===== src/rtl/pwm_capture.sv =====
// pwm_capture: receive side of the PWM link. Measures the period and high time of
// the incoming waveform in enable ticks, and reports the generator duty code once
// per period. A line with no rising edge for 2*CTRVAL ticks reports a stuck result.
module pwm_capture #(
  parameter int CTRVAL = 256,
  parameter int CTRLEN = $clog2(CTRVAL),
  parameter int CNTW   = $clog2(2*CTRVAL)+1
) (
  input  logic              i_clk,
  input  logic              i_rst,
  input  logic              i_enable,
  input  logic              i_pwm_in,
  output logic [CTRLEN-1:0] o_duty_cycle,
  output logic [CNTW-1:0]   o_period,
  output logic              o_valid,
  output logic              o_stuck,
  output logic              o_period_err,
  output logic              o_locked
);

  typedef enum logic {S_IDLE = 1'b0, S_MEASURE = 1'b1} state_t;

  localparam logic [CNTW-1:0] PER_NOM  = CNTW'(CTRVAL);
  localparam logic [CNTW-1:0] PER_TMO  = CNTW'(2*CTRVAL);
  // Tick count that, incremented once more, reaches the timeout length.
  localparam logic [CNTW-1:0] TMO_LAST = CNTW'(2*CTRVAL-1);
  localparam logic [CNTW-1:0] DUTY_MAX = CNTW'((2**CTRLEN)-1);
  localparam logic [CNTW-1:0] ONE      = CNTW'(1);

  logic [1:0]        r_sync;
  logic              r_samp;
  logic              r_prev;
  logic [CNTW-1:0]   r_per_cnt;
  logic [CNTW-1:0]   r_hi_cnt;
  state_t            r_state;
  state_t            w_state_nxt;
  logic              w_rise;
  logic              w_tmo;
  logic [CNTW-1:0]   w_per_inc;
  logic [CNTW-1:0]   w_hi_inc;
  logic [CNTW-1:0]   w_hi_m1;
  logic [CTRLEN-1:0] w_duty_dec;

  // Synchronizer runs every clk; the sample pair advances only on enable ticks.
  always_ff @(posedge i_clk) begin
    if (i_rst) begin
      r_sync <= '0;
      r_samp <= 1'b0;
      r_prev <= 1'b0;
    end else begin
      r_sync <= {r_sync[0], i_pwm_in};
      if (i_enable) begin
        r_samp <= r_sync[1];
        r_prev <= r_samp;
      end
    end
  end

  // Edge/timeout detection, saturating increments and duty decode.
  always_comb begin
    w_rise    = i_enable & r_samp & ~r_prev;
    // A rise on the same tick takes priority over the timeout.
    w_tmo     = i_enable & ~w_rise & (r_per_cnt >= TMO_LAST);
    w_per_inc = (r_per_cnt == '1) ? r_per_cnt : r_per_cnt + ONE;
    w_hi_inc  = (r_hi_cnt == '1) ? r_hi_cnt : r_hi_cnt + ONE;
    w_hi_m1   = r_hi_cnt - ONE;
    // Generator duty d produces d+1 high ticks, so decode is hi_cnt-1.
    if (r_hi_cnt == '0)
      w_duty_dec = '0;
    else if (w_hi_m1 >= DUTY_MAX)
      w_duty_dec = '1;
    else
      w_duty_dec = w_hi_m1[CTRLEN-1:0];
  end

  // State register.
  always_ff @(posedge i_clk) begin
    if (i_rst) r_state <= S_IDLE;
    else       r_state <= w_state_nxt;
  end

  // Next state: any rise locks on, a timeout drops back to IDLE.
  always_comb begin
    w_state_nxt = r_state;
    if (w_rise)     w_state_nxt = S_MEASURE;
    else if (w_tmo) w_state_nxt = S_IDLE;
  end

  // Period and high-time counters; frozen on non-enable clks.
  always_ff @(posedge i_clk) begin
    if (i_rst) begin
      r_per_cnt <= '0;
      r_hi_cnt  <= '0;
    end else if (i_enable) begin
      if (w_rise) begin
        // The rise tick is already the first high tick of the new period.
        r_per_cnt <= ONE;
        r_hi_cnt  <= ONE;
      end else if (w_tmo) begin
        r_per_cnt <= '0;
        r_hi_cnt  <= '0;
      end else begin
        r_per_cnt <= w_per_inc;
        if (r_samp) r_hi_cnt <= w_hi_inc;
      end
    end
  end

  // Result registers; hold between valid pulses.
  always_ff @(posedge i_clk) begin
    if (i_rst) begin
      o_valid      <= 1'b0;
      o_duty_cycle <= '0;
      o_period     <= '0;
      o_stuck      <= 1'b0;
      o_period_err <= 1'b0;
    end else begin
      o_valid <= 1'b0;
      if (w_rise && r_state == S_MEASURE) begin
        o_valid      <= 1'b1;
        o_duty_cycle <= w_duty_dec;
        o_period     <= r_per_cnt;
        o_stuck      <= 1'b0;
        o_period_err <= (r_per_cnt != PER_NOM);
      end else if (w_tmo) begin
        o_valid      <= 1'b1;
        o_duty_cycle <= r_samp ? '1 : '0;
        o_period     <= PER_TMO;
        o_stuck      <= 1'b1;
        o_period_err <= 1'b1;
      end
    end
  end

  assign o_locked = (r_state == S_MEASURE);

endmodule


===== config.mk =====
export PLATFORM = sky130hd
export DESIGN_NAME = pwm_capture
export DESIGN_NICKNAME = d
export VERILOG_FILES = /design/src/rtl/pwm_capture.sv
export SDC_FILE = /design/constraint.sdc
export NUM_CORES = 1
export LEC_CHECK = 0
export BUFFER_PORTS_ARGS = -buffer_cell sky130_fd_sc_hd__buf_2
export CORE_ASPECT_RATIO = 0.7
export CORE_UTILIZATION = 55
export CTS_CLUSTER_DIAMETER = 100
export DETAILED_ROUTE_END_ITERATION = 6
export GPL_ROUTABILITY_DRIVEN = 0
export PLACE_DENSITY = 0.88
export SLEW_MARGIN = 25
export SYNTH_ARGS = -nofsm -noshare
export SYNTH_HDL_FRONTEND = slang
export SYNTH_SLANG_ARGS = --single-unit

===== constraint.sdc =====
create_clock -name i_clk -period 3.7 [get_ports i_clk]
set_input_delay 0.555 -clock i_clk [delete_from_list [all_inputs] [get_ports i_clk]]
set_output_delay 0.555 -clock i_clk [all_outputs]
set_load 0.02 [all_outputs]

==> report_table.html, run 1 <==
<table>
<tr><th>Metric</th><th>Value</th></tr>
<tr><th colspan="2">Clock network</th></tr>
<tr><td>Clock buffer depth</td><td>2</td></tr>
<tr><td>Hold buffers post-CTS</td><td>0</td></tr>
<tr><td>CTS tree</td><td>built</td></tr>
<tr><td>Clock tree root driver cell</td><td>clkbuf_8</td></tr>
<tr><td>CTS clock-pin slew for the worst setup and hold paths</td><td>0.09 ns</td></tr>
<tr><td>H-tree lvl count</td><td>2</td></tr>
<tr><td>Clock buffers created by TritonCTS</td><td>5</td></tr>
<tr><td>Worst-Skew Late Latency</td><td>0.31 ns</td></tr>
<tr><td>Number of gates resized after CTS</td><td>0</td></tr>
<tr><td>Clock Sink Count</td><td>46</td></tr>
<tr><td>Number of setup buffers added after CTS</td><td>0</td></tr>
<tr><th colspan="2">Drt</th></tr>
<tr><td>Number of remaining DRC errors</td><td>0</td></tr>
<tr><td>Antenna Violating Nets Remaining</td><td>0</td></tr>
<tr><td>Via count</td><td>2058</td></tr>
<tr><td>Drt wl/cell</td><td>16.1 um</td></tr>
<tr><td>Number of design-rule violations left by the first detailed-router iteration</td><td>191</td></tr>
<tr><td>Average via count per standard cell</td><td>6.26</td></tr>
<tr><td>Routed wire length</td><td>5310 um</td></tr>
<tr><td>Initial DRT Pass Iterations</td><td>4</td></tr>
<tr><th colspan="2">Placed design</th></tr>
<tr><td>IO buf count</td><td>25</td></tr>
<tr><td>Detail Placement HPWL</td><td>3650 um</td></tr>
<tr><th colspan="2">Global routing</th></tr>
<tr><td>Overall global routing resource usage</td><td>25.2%</td></tr>
<tr><td>Total congestion overflow after global routing</td><td>0</td></tr>
<tr><td>Met3 Usage GRT</td><td>6.12%</td></tr>
<tr><td>Met2 track demand over resource in global routing</td><td>34.0%</td></tr>
<tr><td>Number of global-route vias before repair</td><td>1752</td></tr>
<tr><td>First-pass GRT wire length</td><td>8540 um</td></tr>
<tr><td>Maximum number of pins on one net before global-route repair</td><td>24</td></tr>
<tr><td>Global routing usage on met1</td><td>38.5%</td></tr>
<tr><td>Initial antenna violation count</td><td>0</td></tr>
<tr><td>Grt peak-use layer</td><td>met1</td></tr>
<tr><th colspan="2">Logic synthesis</th></tr>
<tr><td>Commonest register cell after synthesis</td><td>dfxtp_1</td></tr>
<tr><td>Avg Inst Size Synth</td><td>8.55 um2</td></tr>
<tr><td>Number of distinct library cells after synthesis</td><td>53</td></tr>
<tr><td>Nets in the synthesized netlist</td><td>271</td></tr>
<tr><td>Synthesized instance count</td><td>262</td></tr>
<tr><td>Most area-hungry cell type in the Yosys netlist</td><td>dfxtp_1</td></tr>
<tr><td>Synth Register Bits</td><td>46</td></tr>
<tr><td>Async SR Flop Fraction</td><td>0%</td></tr>
<tr><td>Number of warnings printed during yosys synthesis</td><td>0</td></tr>
<tr><td>Post-Syn Area</td><td>2240 um2</td></tr>
<tr><td>Portion of the post-synthesis area used by sequential elements</td><td>41.1%</td></tr>
<tr><td>Top cells by area in the synthesized netlist</td><td>dfxtp_1 41%, nor2_1 7.7%, xor2_1 4.3%</td></tr>
<tr><td>Number of flops mapped to enable cells by yosys</td><td>0</td></tr>
<tr><td>Yosys top cell area share</td><td>41.1%</td></tr>
<tr><th colspan="2">Setup path</th></tr>
<tr><td>Reg-to-reg critical path startpoint</td><td>r_hi_cnt[0]</td></tr>
<tr><td>Capture instance of the worst register-to-register path</td><td>o_duty_cycle[3]</td></tr>
<tr><td>Arrival @ worst endpoint</td><td>2.86 ns</td></tr>
<tr><td>Kind of critical path</td><td>reg2reg</td></tr>
<tr><td>Endpoint kind of the worst setup timing path</td><td>flop</td></tr>
<tr><td>Worst R2R Setup Slack</td><td>1.01 ns</td></tr>
<tr><td>Nature of the critical path startpoint</td><td>flop</td></tr>
<tr><td>Worst reg-to-reg path cell count</td><td>6</td></tr>
<tr><td>Crit path max fanout</td><td>11</td></tr>
<tr><td>Required time of the worst setup path</td><td>3.87 ns</td></tr>
<tr><th colspan="2">Timing</th></tr>
<tr><td>Unrepaired setup endpoints after global routing</td><td>no</td></tr>
<tr><td>Final worst-path cycle share</td><td>72.6%</td></tr>
<tr><td>Headroom to the max-slew limit</td><td>34.8%</td></tr>
<tr><td>Total count of max-transition violations in the final report</td><td>0</td></tr>
<tr><td>Final hold viol count</td><td>0</td></tr>
<tr><td>Final number of setup-violating endpoints</td><td>0</td></tr>
<tr><td>Setup_tns</td><td>0 ns</td></tr>
<tr><td>Setup clock skew after layout</td><td>0.0145 ns</td></tr>
<tr><td>Fmax achieved</td><td>372 MHz</td></tr>
<tr><td>Tightest Pin Transition</td><td>0.966 ns</td></tr>
<tr><td>Final worst path period need</td><td>2.69 ns</td></tr>
<tr><th colspan="2">Min path</th></tr>
<tr><td>Worst hold path stage count</td><td>1</td></tr>
<tr><td>Destination of the worst hold path</td><td>r_sync[1]</td></tr>
<tr><td>Worst min-delay path category</td><td>reg2reg</td></tr>
<tr><td>Worst min-delay path startpoint</td><td>r_sync[0]</td></tr>
<tr><th colspan="2">Pwr</th></tr>
<tr><td>Total power per unit cell area</td><td>401 nW/um2</td></tr>
<tr><td>Overall power consumption</td><td>0.993 mW</td></tr>
<tr><td>Peak supply drop</td><td>0.313 mV</td></tr>
<tr><td>Standby leakage power</td><td>0.960 nW</td></tr>
<tr><th colspan="2">Floorplanning</th></tr>
<tr><td>Die Span X</td><td>78.3 um</td></tr>
<tr><td>Die span in y</td><td>55.4 um</td></tr>
<tr><td>Effective utilization at floorplan</td><td>57.1%</td></tr>
<tr><td>Number of placement rows</td><td>19</td></tr>
<tr><td>I/O Pins</td><td>26</td></tr>
<tr><td>Floorplan Core Area</td><td>3920 um2</td></tr>
<tr><td>Full die area</td><td>4340 um2</td></tr>
<tr><th colspan="2">Run</th></tr>
<tr><td>Max-Cap Viols</td><td>0</td></tr>
<tr><th colspan="2">Layout</th></tr>
<tr><td>Antenna fix cells</td><td>0</td></tr>
<tr><td>Leading cell types in the layout, fill and taps excluded</td><td>46 x nor2_1, 46 x dfxtp_1, 25 x buf_2</td></tr>
<tr><td>Area overhead of the layout relative to synthesis</td><td>10.4%</td></tr>
<tr><td>Layout cells sized above 1</td><td>14.4%</td></tr>
<tr><td>Number of nets in the final layout</td><td>285</td></tr>
<tr><th colspan="2">Status</th></tr>
<tr><td>Status</td><td>completed</td></tr>
</table>
## cells in the mapped netlist (all sizes together), types with 6 or more instances
| library cell | count |
|---|---|
| dfxtp | 46 |
| nor2 | 46 |
| nand2 | 14 |
| nand4 | 11 |
| xor2 | 11 |
| a22oi | 10 |
| clkbuf | 10 |
| o21ai | 10 |
| a21oi | 9 |
| buf | 9 |
| nor3 | 8 |
| a311oi | 6 |
| inv | 6 |
## critical path, stage by stage, from the launching register on
cell and delay [ns]:
dfxtp_1 0.55, inv_1 0.14, ha_1 0.32, o211a_1 0.25
o311ai_0 0.79, o311a_4 0.39, a311oi_2 0.10
## cells by family after synthesis
logic type      share of synthesized area, %
flops                                   41.1
compound gates                          18.1
xor+xnor                                6.25
simple gates                            25.0
fa+ha+maj                               2.79
mux                                    0.949
buf+inv                                 5.75
## metal layers
metal / share of wire [%] / vias to the layer above
li1: - / 975
met1: 50 / 984
met2: 42 / 89
met3: 7.3 / 10
met4: 1.4 / 0
met5: 0 / -
## state kept, by name (all words and copies together), names as in the netlist
register	count
r_samp	1
r_hi_cnt	10
o_valid	1
o_locked	1
r_prev	1
r_per_cnt	10
r_sync	2
o_period_err	1
o_stuck	1
o_period	10
o_duty_cycle	8
## stage by stage
step / std cells / utilization, % / instance area [um2] / setup WS, ns / hold slack [ns]
floorplan: 262 / - / 2240 / 1.45 / 0.414
global placement: 321 / 59.6 / 2340 / 1.17 / 0.433
detailed placement: 321 / 59.6 / 2340 / 1.13 / 0.451
CTS: 329 / 63.1 / 2470 / 1.09 / 0.466
global route: 329 / 63.1 / 2470 / 0.943 / 0.471
finish: 329 / 63.1 / 2470 / 1.01 / 0.461
## how the worst max path moves through the flow
stage / to / startpoint / depth (start not counted) / slack (ns)
final: o_duty_cycle[3] / r_hi_cnt[0] / 6 / 1.01
after global routing: o_duty_cycle[3] / r_hi_cnt[0] / 6 / 0.94
after CTS: o_duty_cycle[3] / r_hi_cnt[0] / 6 / 1.09
after detailed placement: o_duty_cycle[3] / r_hi_cnt[0] / 6 / 1.13
after global placement: o_duty_cycle[3] / r_hi_cnt[0] / 6 / 1.17
after floorplan: o_duty_cycle[3] / r_hi_cnt[1] / 9 / 1.45
## cell type report
type / count / area, um2
Clock buffer: 5 / 68.8
Clock inverter: 3 / 68.8
Fill cell: 338 / 1450
Inverter: 7 / 26.3
Multi-Input combinational cell: 190 / 1190
Sequential cell: 46 / 921
Tap cell: 52 / 65.1
Timing Repair Buffer: 26 / 133
## where the power goes
part,total [mW],switching (mW),leakage (nW),internal [mW]
registers,0.504,0.00504,0.371,0.499
logic,0.0391,0.0260,0.520,0.0131
clock network,0.450,0.179,0.0683,0.271
total,0.993,0.210,0.960,0.782
Power figures use the tool's default switching activity.
==> inputs of run 2 (changes only) <==
--- a/config.mk
+++ b/config.mk
@@ -5,9 +5,10 @@
 export SDC_FILE = /design/constraint.sdc
 export NUM_CORES = 1
 export LEC_CHECK = 0
+export ABC_AREA = 1
 export BUFFER_PORTS_ARGS = -buffer_cell sky130_fd_sc_hd__buf_2
 export CORE_ASPECT_RATIO = 0.7
-export CORE_UTILIZATION = 55
+export CORE_UTILIZATION = 53
 export CTS_CLUSTER_DIAMETER = 100
 export DETAILED_ROUTE_END_ITERATION = 6
 export GPL_ROUTABILITY_DRIVEN = 0
==> constraint.sdc (replaced) <==
create_clock -name i_clk -period 2.3 [get_ports i_clk]
set_input_delay 0.345 -clock i_clk [delete_from_list [all_inputs] [get_ports i_clk]]
set_output_delay 0.345 -clock i_clk [all_outputs]
set_load 0.02 [all_outputs]
==> run 2 against run 1 <==
  * Sequential power rose by 62%
  * Combinational power rose to 3.8 times the previous value
  * First-iteration DRC count is 11% higher
  * Flip-flop and latch count did not move
  * Sequential share of layout area decreased by 3.2 points
  * Global-route usage fell by 2.3 points
  * Critical path type unchanged
==> report_table.html, run 2 <==
<table>
<tr><th>Metric</th><th>Value</th></tr>
<tr><th colspan="2">Drt</th></tr>
<tr><td>Antenna Violating Nets Remaining</td><td>0</td></tr>
<tr><td>Number of design-rule violations left by the first detailed-router iteration</td><td>212</td></tr>
<tr><td>Number of remaining DRC errors</td><td>0</td></tr>
<tr><td>Metal2 WL</td><td>2050 um</td></tr>
<tr><td>Average via count per standard cell</td><td>5.41</td></tr>
<tr><td>Top Layer Used</td><td>met4</td></tr>
<tr><td>Total routed wire length on the met1 layer</td><td>2770 um</td></tr>
<tr><td>Initial DRT Pass Iterations</td><td>5</td></tr>
<tr><td>Via count</td><td>2317</td></tr>
<tr><td>Routed wire length</td><td>5390 um</td></tr>
<tr><td>Met3 routed WL</td><td>518 um</td></tr>
<tr><td>Drt wl/cell</td><td>12.6 um</td></tr>
<tr><th colspan="2">Layout</th></tr>
<tr><td>Number of fill cells</td><td>407</td></tr>
<tr><td>Number of nets in the final layout</td><td>381</td></tr>
<tr><td>Leading cell types in the layout, fill and taps excluded</td><td>75 x nand2_1, 46 x dfxtp_1, 42 x nor2_1</td></tr>
<tr><td>Area overhead of the layout relative to synthesis</td><td>9.70%</td></tr>
<tr><td>Multi-input gate area in the final layout</td><td>1320 um2</td></tr>
<tr><td>Most common cell after layout, fill and taps aside</td><td>nand2_1</td></tr>
<tr><td>Layout cells sized above 1</td><td>19.3%</td></tr>
<tr><td>FF/Latch Area</td><td>921 um2</td></tr>
<tr><td>Antenna fix cells</td><td>0</td></tr>
<tr><td>Largest registers</td><td>o_period: 10 flops, r_hi_cnt: 10 flops, r_per_cnt: 10 flops</td></tr>
<tr><th colspan="2">Floorplanning</th></tr>
<tr><td>I/O Pins</td><td>26</td></tr>
<tr><td>Effective utilization at floorplan</td><td>55.9%</td></tr>
<tr><td>Floorplan Core Area</td><td>4400 um2</td></tr>
<tr><td>Number of placement rows</td><td>20</td></tr>
<tr><td>Die span in y</td><td>59.0 um</td></tr>
<tr><td>Die Span X</td><td>83.5 um</td></tr>
<tr><td>Full die area</td><td>4930 um2</td></tr>
<tr><th colspan="2">Global routing</th></tr>
<tr><td>Total congestion overflow after global routing</td><td>0</td></tr>
<tr><td>Overall global routing resource usage</td><td>23.0%</td></tr>
<tr><td>Initial antenna violation count</td><td>0</td></tr>
<tr><td>Maximum number of pins on one net before global-route repair</td><td>17</td></tr>
<tr><td>First-pass GRT wire length</td><td>8950 um</td></tr>
<tr><td>Number of global-route vias before repair</td><td>1858</td></tr>
<tr><th colspan="2">Clock network</th></tr>
<tr><td>Clock Sink Count</td><td>46</td></tr>
<tr><td>H-tree lvl count</td><td>2</td></tr>
<tr><td>CTS tree</td><td>built</td></tr>
<tr><td>CTS clock-pin slew for the worst setup and hold paths</td><td>0.09 ns</td></tr>
<tr><td>Hold buffers post-CTS</td><td>0</td></tr>
<tr><td>Number of gates resized after CTS</td><td>0</td></tr>
<tr><td>Clock tree root driver cell</td><td>clkbuf_8</td></tr>
<tr><td>Worst-Skew Late Latency</td><td>0.30 ns</td></tr>
<tr><td>Number of setup buffers added after CTS</td><td>0</td></tr>
<tr><td>Clock buffers created by TritonCTS</td><td>5</td></tr>
<tr><td>Clock buffer depth</td><td>2</td></tr>
<tr><th colspan="2">Timing</th></tr>
<tr><td>Total count of max-transition violations in the final report</td><td>0</td></tr>
<tr><td>Final worst path period need</td><td>2.08 ns</td></tr>
<tr><td>Setup clock skew after layout</td><td>0.00540 ns</td></tr>
<tr><td>Min Hold Slack</td><td>0.235 ns</td></tr>
<tr><td>Setup_tns</td><td>0 ns</td></tr>
<tr><td>Final worst-path cycle share</td><td>90.4%</td></tr>
<tr><td>Headroom to the max-slew limit</td><td>66.4%</td></tr>
<tr><td>Final hold viol count</td><td>0</td></tr>
<tr><td>Fmax achieved</td><td>481 MHz</td></tr>
<tr><td>Final number of setup-violating endpoints</td><td>0</td></tr>
<tr><td>Tightest Pin Transition</td><td>0.499 ns</td></tr>
<tr><td>Unrepaired setup endpoints after global routing</td><td>no</td></tr>
<tr><th colspan="2">Logic synthesis</th></tr>
<tr><td>Post-synthesis xor/xnor area fraction</td><td>2.13%</td></tr>
<tr><td>Adder and majority gate portion of the synthesized area</td><td>2.54%</td></tr>
<tr><td>Number of flops mapped to enable cells by yosys</td><td>0</td></tr>
<tr><td>Nets in the synthesized netlist</td><td>357</td></tr>
<tr><td>Synth Register Bits</td><td>46</td></tr>
<tr><td>Async SR Flop Fraction</td><td>0%</td></tr>
<tr><td>Avg Inst Size Synth</td><td>7.08 um2</td></tr>
<tr><td>Post-synthesis mux area share</td><td>0%</td></tr>
<tr><td>Post-Syn Area</td><td>2460 um2</td></tr>
<tr><td>Commonest register cell after synthesis</td><td>dfxtp_1</td></tr>
<tr><td>Share of the synthesized area in compound gates (AO/OA/AOI/OAI)</td><td>13.1%</td></tr>
<tr><td>Yosys top cell area share</td><td>37.4%</td></tr>
<tr><td>Portion of the post-synthesis area used by sequential elements</td><td>37.4%</td></tr>
<tr><td>Synthesized instance count</td><td>348</td></tr>
<tr><td>Largest family of logic cells by synthesized area</td><td>simple AND/OR/NAND/NOR gates</td></tr>
<tr><td>Commonest cells in the synthesized netlist</td><td>75 x nand2_1, 46 x dfxtp_1, 42 x nor2_1, 38 x nand3_1, 31 x inv_1</td></tr>
<tr><td>Top cells by area in the synthesized netlist</td><td>dfxtp_1 37%, nand2_1 11%, nand3_1 7.7%</td></tr>
<tr><td>Number of warnings printed during yosys synthesis</td><td>0</td></tr>
<tr><td>Most used standard cell by instance count after synthesis</td><td>nand2_1</td></tr>
<tr><td>Most area-hungry cell type in the Yosys netlist</td><td>dfxtp_1</td></tr>
<tr><td>Number of distinct library cells after synthesis</td><td>35</td></tr>
<tr><td>Simple-gate share of the synthesized area</td><td>35.9%</td></tr>
<tr><th colspan="2">Setup path</th></tr>
<tr><td>Arrival @ worst endpoint</td><td>2.27 ns</td></tr>
<tr><td>Endpoint kind of the worst setup timing path</td><td>flop</td></tr>
<tr><td>Worst-path cell with the longest stage delay</td><td>dfxtp_1</td></tr>
<tr><td>Required time of the worst setup path</td><td>2.49 ns</td></tr>
<tr><td>Category of cells accounting for the largest share of critical-path delay</td><td>simple AND/OR/NAND/NOR gates</td></tr>
<tr><td>Cell mode on critical path</td><td>nand2_1</td></tr>
<tr><td>Largest stage delay, worst path</td><td>0.44 ns</td></tr>
<tr><td>Kind of critical path</td><td>reg2reg</td></tr>
<tr><td>Cell breakdown of the critical path</td><td>ha_1 -&gt; inv_1 -&gt; nor2_4 -&gt; nand4_4 -&gt; nand2_4 -&gt; nand2_2 -&gt; nand2_1 -&gt; clkinvlp_4 -&gt; nand2_1 -&gt; a21oi_1</td></tr>
<tr><td>Bufs and invs on worst path</td><td>2</td></tr>
<tr><td>Nature of the critical path startpoint</td><td>flop</td></tr>
<tr><td>Worst R2R Setup Slack</td><td>0.22 ns</td></tr>
<tr><td>Crit path max fanout</td><td>11</td></tr>
<tr><th colspan="2">Placed design</th></tr>
<tr><td>Detail Placement HPWL</td><td>4060 um</td></tr>
<tr><td>IO buf count</td><td>25</td></tr>
<tr><th colspan="2">Run</th></tr>
<tr><td>Max-Cap Viols</td><td>0</td></tr>
<tr><th colspan="2">Min path</th></tr>
<tr><td>Worst min-delay path category</td><td>in2reg</td></tr>
<tr><th colspan="2">Pwr</th></tr>
<tr><td>Total power per unit cell area</td><td>546 nW/um2</td></tr>
<tr><td>Standby leakage power</td><td>1.20 nW</td></tr>
<tr><td>Peak supply drop</td><td>0.420 mV</td></tr>
<tr><th colspan="2">Status</th></tr>
<tr><td>Status</td><td>completed</td></tr>
</table>
[run 2: cell count changes in the layout (fill, tap and decap cells not counted), moves of 4 or more]
cell,change
xor2_1,-7
a21oi_2,+7
nand3_1,+33
inv_1,+25
nand2_2,+11
nand4_1,-6
a311oi_1,-5
a22oi_1,-10
nand2_4,+5
nand2_1,+61
a21oi_1,+15
o21ai_0,+6
nor2_1,-4
[run 2: final timing paths]
| kind | cells past startpoint | from | end |
|---|---|---|---|
| worst max-delay path | 10 | r_per_cnt[0] | o_period[5] |
| worst min-delay path | 3 | i_pwm_in | r_sync[0] |
| worst max register to register | 10 | r_per_cnt[0] | o_period[5] |
| worst min register to register | 2 | r_sync[0] | r_sync[1] |
[run 2: per-layer routing]
| metal | GRT usage [%] | vias to the layer above |
|---|---|---|
| li1 | - | 1177 |
| met1 | 36.1 | 1012 |
| met2 | 31.6 | 121 |
| met3 | 4.74 | 7 |
| met4 | 5.81 | 0 |
| met5 | 0 | - |
[run 2: through the flow]
step	instance area (um2)	total power, mW	setup WS (ns)	cells	utilization (%)
after CTS	2700	1.48	0.197	428	61.3
after detailed placement	2610	0.982	0.225	420	59.2
after floorplan	2460	0.955	0.680	348	-
after global routing	2700	1.53	0.00738	428	61.4
after global placement	2610	0.980	0.363	420	59.2
final	2700	1.47	0.221	428	61.4
[run 2: where the power goes]
group	switching, mW	internal (mW)	total [mW]
Clock	0.292	0.217	0.509
Sequential	0.0117	0.807	0.819
Combinational	0.101	0.0458	0.147
[run 2: cell families (layout without fill, tap and decap cells)]
| logic type | Yosys count | in the layout |
|---|---|---|
| compound gates | 54 | 54 |
| xor+xnor | 6 | 6 |
| fa+ha+maj | 5 | 5 |
| buf+inv | 48 | 73 |
| flops | 46 | 46 |
| simple gates | 189 | 189 |
[run 2: area by class of cell]
class                      count  share of cell area, %
clock buffer                   5                   2.55
clock inverter                 3                  0.880
inverter                      36                   5.28
multi-input combinational    254                   48.9
sequential                    46                   34.1
tap                           55                   2.55
timing repair buffer          29                   5.74
[run 2: worst register-to-register path: cells and delay by family (launching register included)]
kind / cells / cell delay, ns
DFF: 1 / 0.44
buffers and inverters: 2 / 0.37
adders and majority gates: 1 / 0.22
and+or+nand+nor: 6 / 0.89
AOI/OAI and AO/OA: 1 / 0.06
==> inputs of run 3 (changes only) <==
--- a/config.mk
+++ b/config.mk
@@ -7,12 +7,14 @@
 export LEC_CHECK = 0
 export ABC_AREA = 1
 export BUFFER_PORTS_ARGS = -buffer_cell sky130_fd_sc_hd__buf_2
+export CELL_PAD_IN_SITES_DETAIL_PLACEMENT = 1
+export CELL_PAD_IN_SITES_GLOBAL_PLACEMENT = 1
 export CORE_ASPECT_RATIO = 0.7
-export CORE_UTILIZATION = 53
+export CORE_UTILIZATION = 38
 export CTS_CLUSTER_DIAMETER = 100
 export DETAILED_ROUTE_END_ITERATION = 6
 export GPL_ROUTABILITY_DRIVEN = 0
-export PLACE_DENSITY = 0.88
+export PLACE_DENSITY = 0.87
 export SLEW_MARGIN = 25
 export SYNTH_ARGS = -nofsm -noshare
 export SYNTH_HDL_FRONTEND = slang
==> run 3 against run 2 <==
  * The flow now finishes with violations (DRC)
  * First-iteration DRC count is 42% lower
  * Total power increased by 1.9%
  * Sequential share of layout area shrank 0.31 points
  * Core utilization fell by 18 points
  * Flip-flop and latch count stayed put
  * Clock skew is 0.0026 ns higher
  * Register-to-register slack about the same
  * Critical endpoint is now o_period[1]
  * Largest cell class unchanged
==> report_table.html, run 3 (synthesized netlist as in run 2, its figures left out) <==
<table>
<tr><th>Metric</th><th>Value</th></tr>
<tr><th colspan="2">Setup path</th></tr>
<tr><td>Bufs and invs on worst path</td><td>2</td></tr>
<tr><td>Worst-path cell with the longest stage delay</td><td>dfxtp_1</td></tr>
<tr><td>Cell breakdown of the critical path</td><td>ha_1 -&gt; inv_1 -&gt; nor2_4 -&gt; nand4_4 -&gt; nand2_4 -&gt; nand2_2 -&gt; nand2_1 -&gt; clkinv_1 -&gt; nand2_1 -&gt; a21oi_1</td></tr>
<tr><td>Endpoint kind of the worst setup timing path</td><td>flop</td></tr>
<tr><td>Category of cells accounting for the largest share of critical-path delay</td><td>simple AND/OR/NAND/NOR gates</td></tr>
<tr><td>Arrival @ worst endpoint</td><td>2.27 ns</td></tr>
<tr><td>Nature of the critical path startpoint</td><td>flop</td></tr>
<tr><td>Worst reg-to-reg path cell count</td><td>10</td></tr>
<tr><td>Capture instance of the worst register-to-register path</td><td>o_period[1]</td></tr>
<tr><td>Reg-to-reg critical path startpoint</td><td>r_per_cnt[0]</td></tr>
<tr><td>Kind of critical path</td><td>reg2reg</td></tr>
<tr><td>Cell mode on critical path</td><td>nand2_1</td></tr>
<tr><td>Required time of the worst setup path</td><td>2.50 ns</td></tr>
<tr><td>Crit path max fanout</td><td>12</td></tr>
<tr><td>Worst R2R Setup Slack</td><td>0.22 ns</td></tr>
<tr><td>Largest stage delay, worst path</td><td>0.44 ns</td></tr>
<tr><th colspan="2">Layout</th></tr>
<tr><td>Leading cell types in the layout, fill and taps excluded</td><td>75 x nand2_1, 46 x dfxtp_1, 42 x nor2_1</td></tr>
<tr><td>Antenna fix cells</td><td>0</td></tr>
<tr><td>Largest registers</td><td>o_period: 10 flops, r_hi_cnt: 10 flops, r_per_cnt: 10 flops</td></tr>
<tr><td>Area overhead of the layout relative to synthesis</td><td>10.7%</td></tr>
<tr><td>Most common cell after layout, fill and taps aside</td><td>nand2_1</td></tr>
<tr><td>Layout cells sized above 1</td><td>19.0%</td></tr>
<tr><td>Number of nets in the final layout</td><td>381</td></tr>
<tr><th colspan="2">Clock network</th></tr>
<tr><td>Clock tree root driver cell</td><td>clkbuf_8</td></tr>
<tr><td>Worst-Skew Late Latency</td><td>0.31 ns</td></tr>
<tr><td>CTS tree</td><td>built</td></tr>
<tr><td>CTS clock-pin slew for the worst setup and hold paths</td><td>0.10 ns</td></tr>
<tr><td>Clock buffers created by TritonCTS</td><td>5</td></tr>
<tr><td>Clock Sink Count</td><td>46</td></tr>
<tr><td>Clock buffer depth</td><td>2</td></tr>
<tr><td>H-tree lvl count</td><td>2</td></tr>
<tr><td>Number of gates resized after CTS</td><td>0</td></tr>
<tr><td>Number of setup buffers added after CTS</td><td>0</td></tr>
<tr><td>Hold buffers post-CTS</td><td>0</td></tr>
<tr><th colspan="2">Timing</th></tr>
<tr><td>Tightest Pin Transition</td><td>0.503 ns</td></tr>
<tr><td>Headroom to the max-slew limit</td><td>66.2%</td></tr>
<tr><td>Setup clock skew after layout</td><td>0.00804 ns</td></tr>
<tr><td>Final worst-path cycle share</td><td>90.3%</td></tr>
<tr><td>Final worst path period need</td><td>2.08 ns</td></tr>
<tr><td>Final number of setup-violating endpoints</td><td>0</td></tr>
<tr><td>Total count of max-transition violations in the final report</td><td>0</td></tr>
<tr><td>Unrepaired setup endpoints after global routing</td><td>no</td></tr>
<tr><td>Final hold viol count</td><td>0</td></tr>
<tr><td>Setup_tns</td><td>0 ns</td></tr>
<tr><td>Fmax achieved</td><td>481 MHz</td></tr>
<tr><th colspan="2">Drt</th></tr>
<tr><td>Number of design-rule violations left by the first detailed-router iteration</td><td>124</td></tr>
<tr><td>Top Layer Used</td><td>met4</td></tr>
<tr><td>Metal2 WL</td><td>3170 um</td></tr>
<tr><td>Number of remaining DRC errors</td><td>1</td></tr>
<tr><td>Initial DRT Pass Iterations</td><td>7</td></tr>
<tr><td>Via count</td><td>2382</td></tr>
<tr><td>Routed wire length</td><td>7110 um</td></tr>
<tr><td>Antenna Violating Nets Remaining</td><td>0</td></tr>
<tr><td>Total routed wire length on the met1 layer</td><td>3640 um</td></tr>
<tr><td>Average via count per standard cell</td><td>5.28</td></tr>
<tr><td>Drt wl/cell</td><td>15.8 um</td></tr>
<tr><td>Met3 routed WL</td><td>233 um</td></tr>
<tr><th colspan="2">Floorplanning</th></tr>
<tr><td>Die span in y</td><td>69.4 um</td></tr>
<tr><td>Floorplan Core Area</td><td>6250 um2</td></tr>
<tr><td>Number of placement rows</td><td>24</td></tr>
<tr><td>I/O Pins</td><td>26</td></tr>
<tr><td>Full die area</td><td>6810 um2</td></tr>
<tr><td>Effective utilization at floorplan</td><td>39.4%</td></tr>
<tr><td>Die Span X</td><td>98.2 um</td></tr>
<tr><th colspan="2">Run</th></tr>
<tr><td>Max-Cap Viols</td><td>0</td></tr>
<tr><th colspan="2">Global routing</th></tr>
<tr><td>Overall global routing resource usage</td><td>22.0%</td></tr>
<tr><td>First-pass GRT wire length</td><td>12000 um</td></tr>
<tr><td>Initial antenna violation count</td><td>0</td></tr>
<tr><td>Number of global-route vias before repair</td><td>2434</td></tr>
<tr><td>Maximum number of pins on one net before global-route repair</td><td>17</td></tr>
<tr><td>Total congestion overflow after global routing</td><td>0</td></tr>
<tr><th colspan="2">Min path</th></tr>
<tr><td>Destination of the worst hold path</td><td>r_sync[0]</td></tr>
<tr><td>Worst min-delay path startpoint</td><td>i_pwm_in</td></tr>
<tr><td>Worst hold path stage count</td><td>3</td></tr>
<tr><td>Worst min-delay path category</td><td>in2reg</td></tr>
<tr><th colspan="2">Pwr</th></tr>
<tr><td>Peak supply drop</td><td>0.233 mV</td></tr>
<tr><td>Standby leakage power</td><td>1.20 nW</td></tr>
<tr><td>Total power per unit cell area</td><td>551 nW/um2</td></tr>
<tr><td>Overall power consumption</td><td>1.50 mW</td></tr>
<tr><th colspan="2">Placed design</th></tr>
<tr><td>Detail Placement HPWL</td><td>5440 um</td></tr>
<tr><td>IO buf count</td><td>25</td></tr>
<tr><th colspan="2">Status</th></tr>
<tr><td>Status</td><td>finished with violations</td></tr>
<tr><td>Failing checks</td><td>DRC</td></tr>
</table>
run 3: cell types whose count changed in the layout (fill, tap and decap cells not counted), sizes merged:
| cell | previous run | this run |
|---|---|---|
| clkinv | 1 | 2 |
| clkinvlp | 3 | 2 |
run 3: per-layer routing:
metal | track usage, % | vias up
met5 | 0 | -
met4 | 4.64 | 0
met3 | 3.43 | 8
met2 | 33.9 | 51
met1 | 32.3 | 1148
li1 | - | 1175
run 3: per-stage QoR:
stage	util, %	std cells	hold slack (ns)	setup WS (ns)	instance area (um2)
floorplan	-	348	0.388	0.680	2460
global placement	42.2	443	0.394	0.420	2640
detailed placement	42.2	443	0.403	0.254	2640
CTS	43.7	451	0.237	0.219	2730
global route	43.7	451	0.245	0.0407	2730
finish	43.7	451	0.240	0.222	2730
run 3: worst max path at each step:
stage / slack [ns] / cells past startpoint / endpoint / from
2_1_floorplan: 0.68 / 10 / o_duty_cycle[0] / r_hi_cnt[0]
3_3_place_gp: 0.42 / 8 / o_period[3] / i_enable
3_5_place_dp: 0.25 / 10 / o_period[2] / r_per_cnt[0]
4_1_cts: 0.22 / 10 / o_period[1] / r_per_cnt[0]
5_1_grt: 0.04 / 10 / o_period[1] / r_per_cnt[0]
6_report: 0.22 / 10 / o_period[1] / r_per_cnt[0]
run 3: worst min-delay path: stages:
cell and delay (ns):
buf_2 0.07, inv_1 0.03, nor2_1 0.06
run 3: layout make-up:
cell class,count,area (um2)
clock inverters,3,23.8
repair buffers,29,155
multi-input cells,254,1320
inverters,36,139
clock buffers,5,68.8
fillers,837,3520
flip-flops and latches,46,921
well taps,78,97.6
run 3: where the power goes:
group / total (mW) / internal [mW] / leakage [nW] / switching (mW)
sequential: 0.820 / 0.807 / 0.372 / 0.0126
clock: 0.529 / 0.218 / 0.0408 / 0.311
combinational: 0.155 / 0.0464 / 0.787 / 0.109
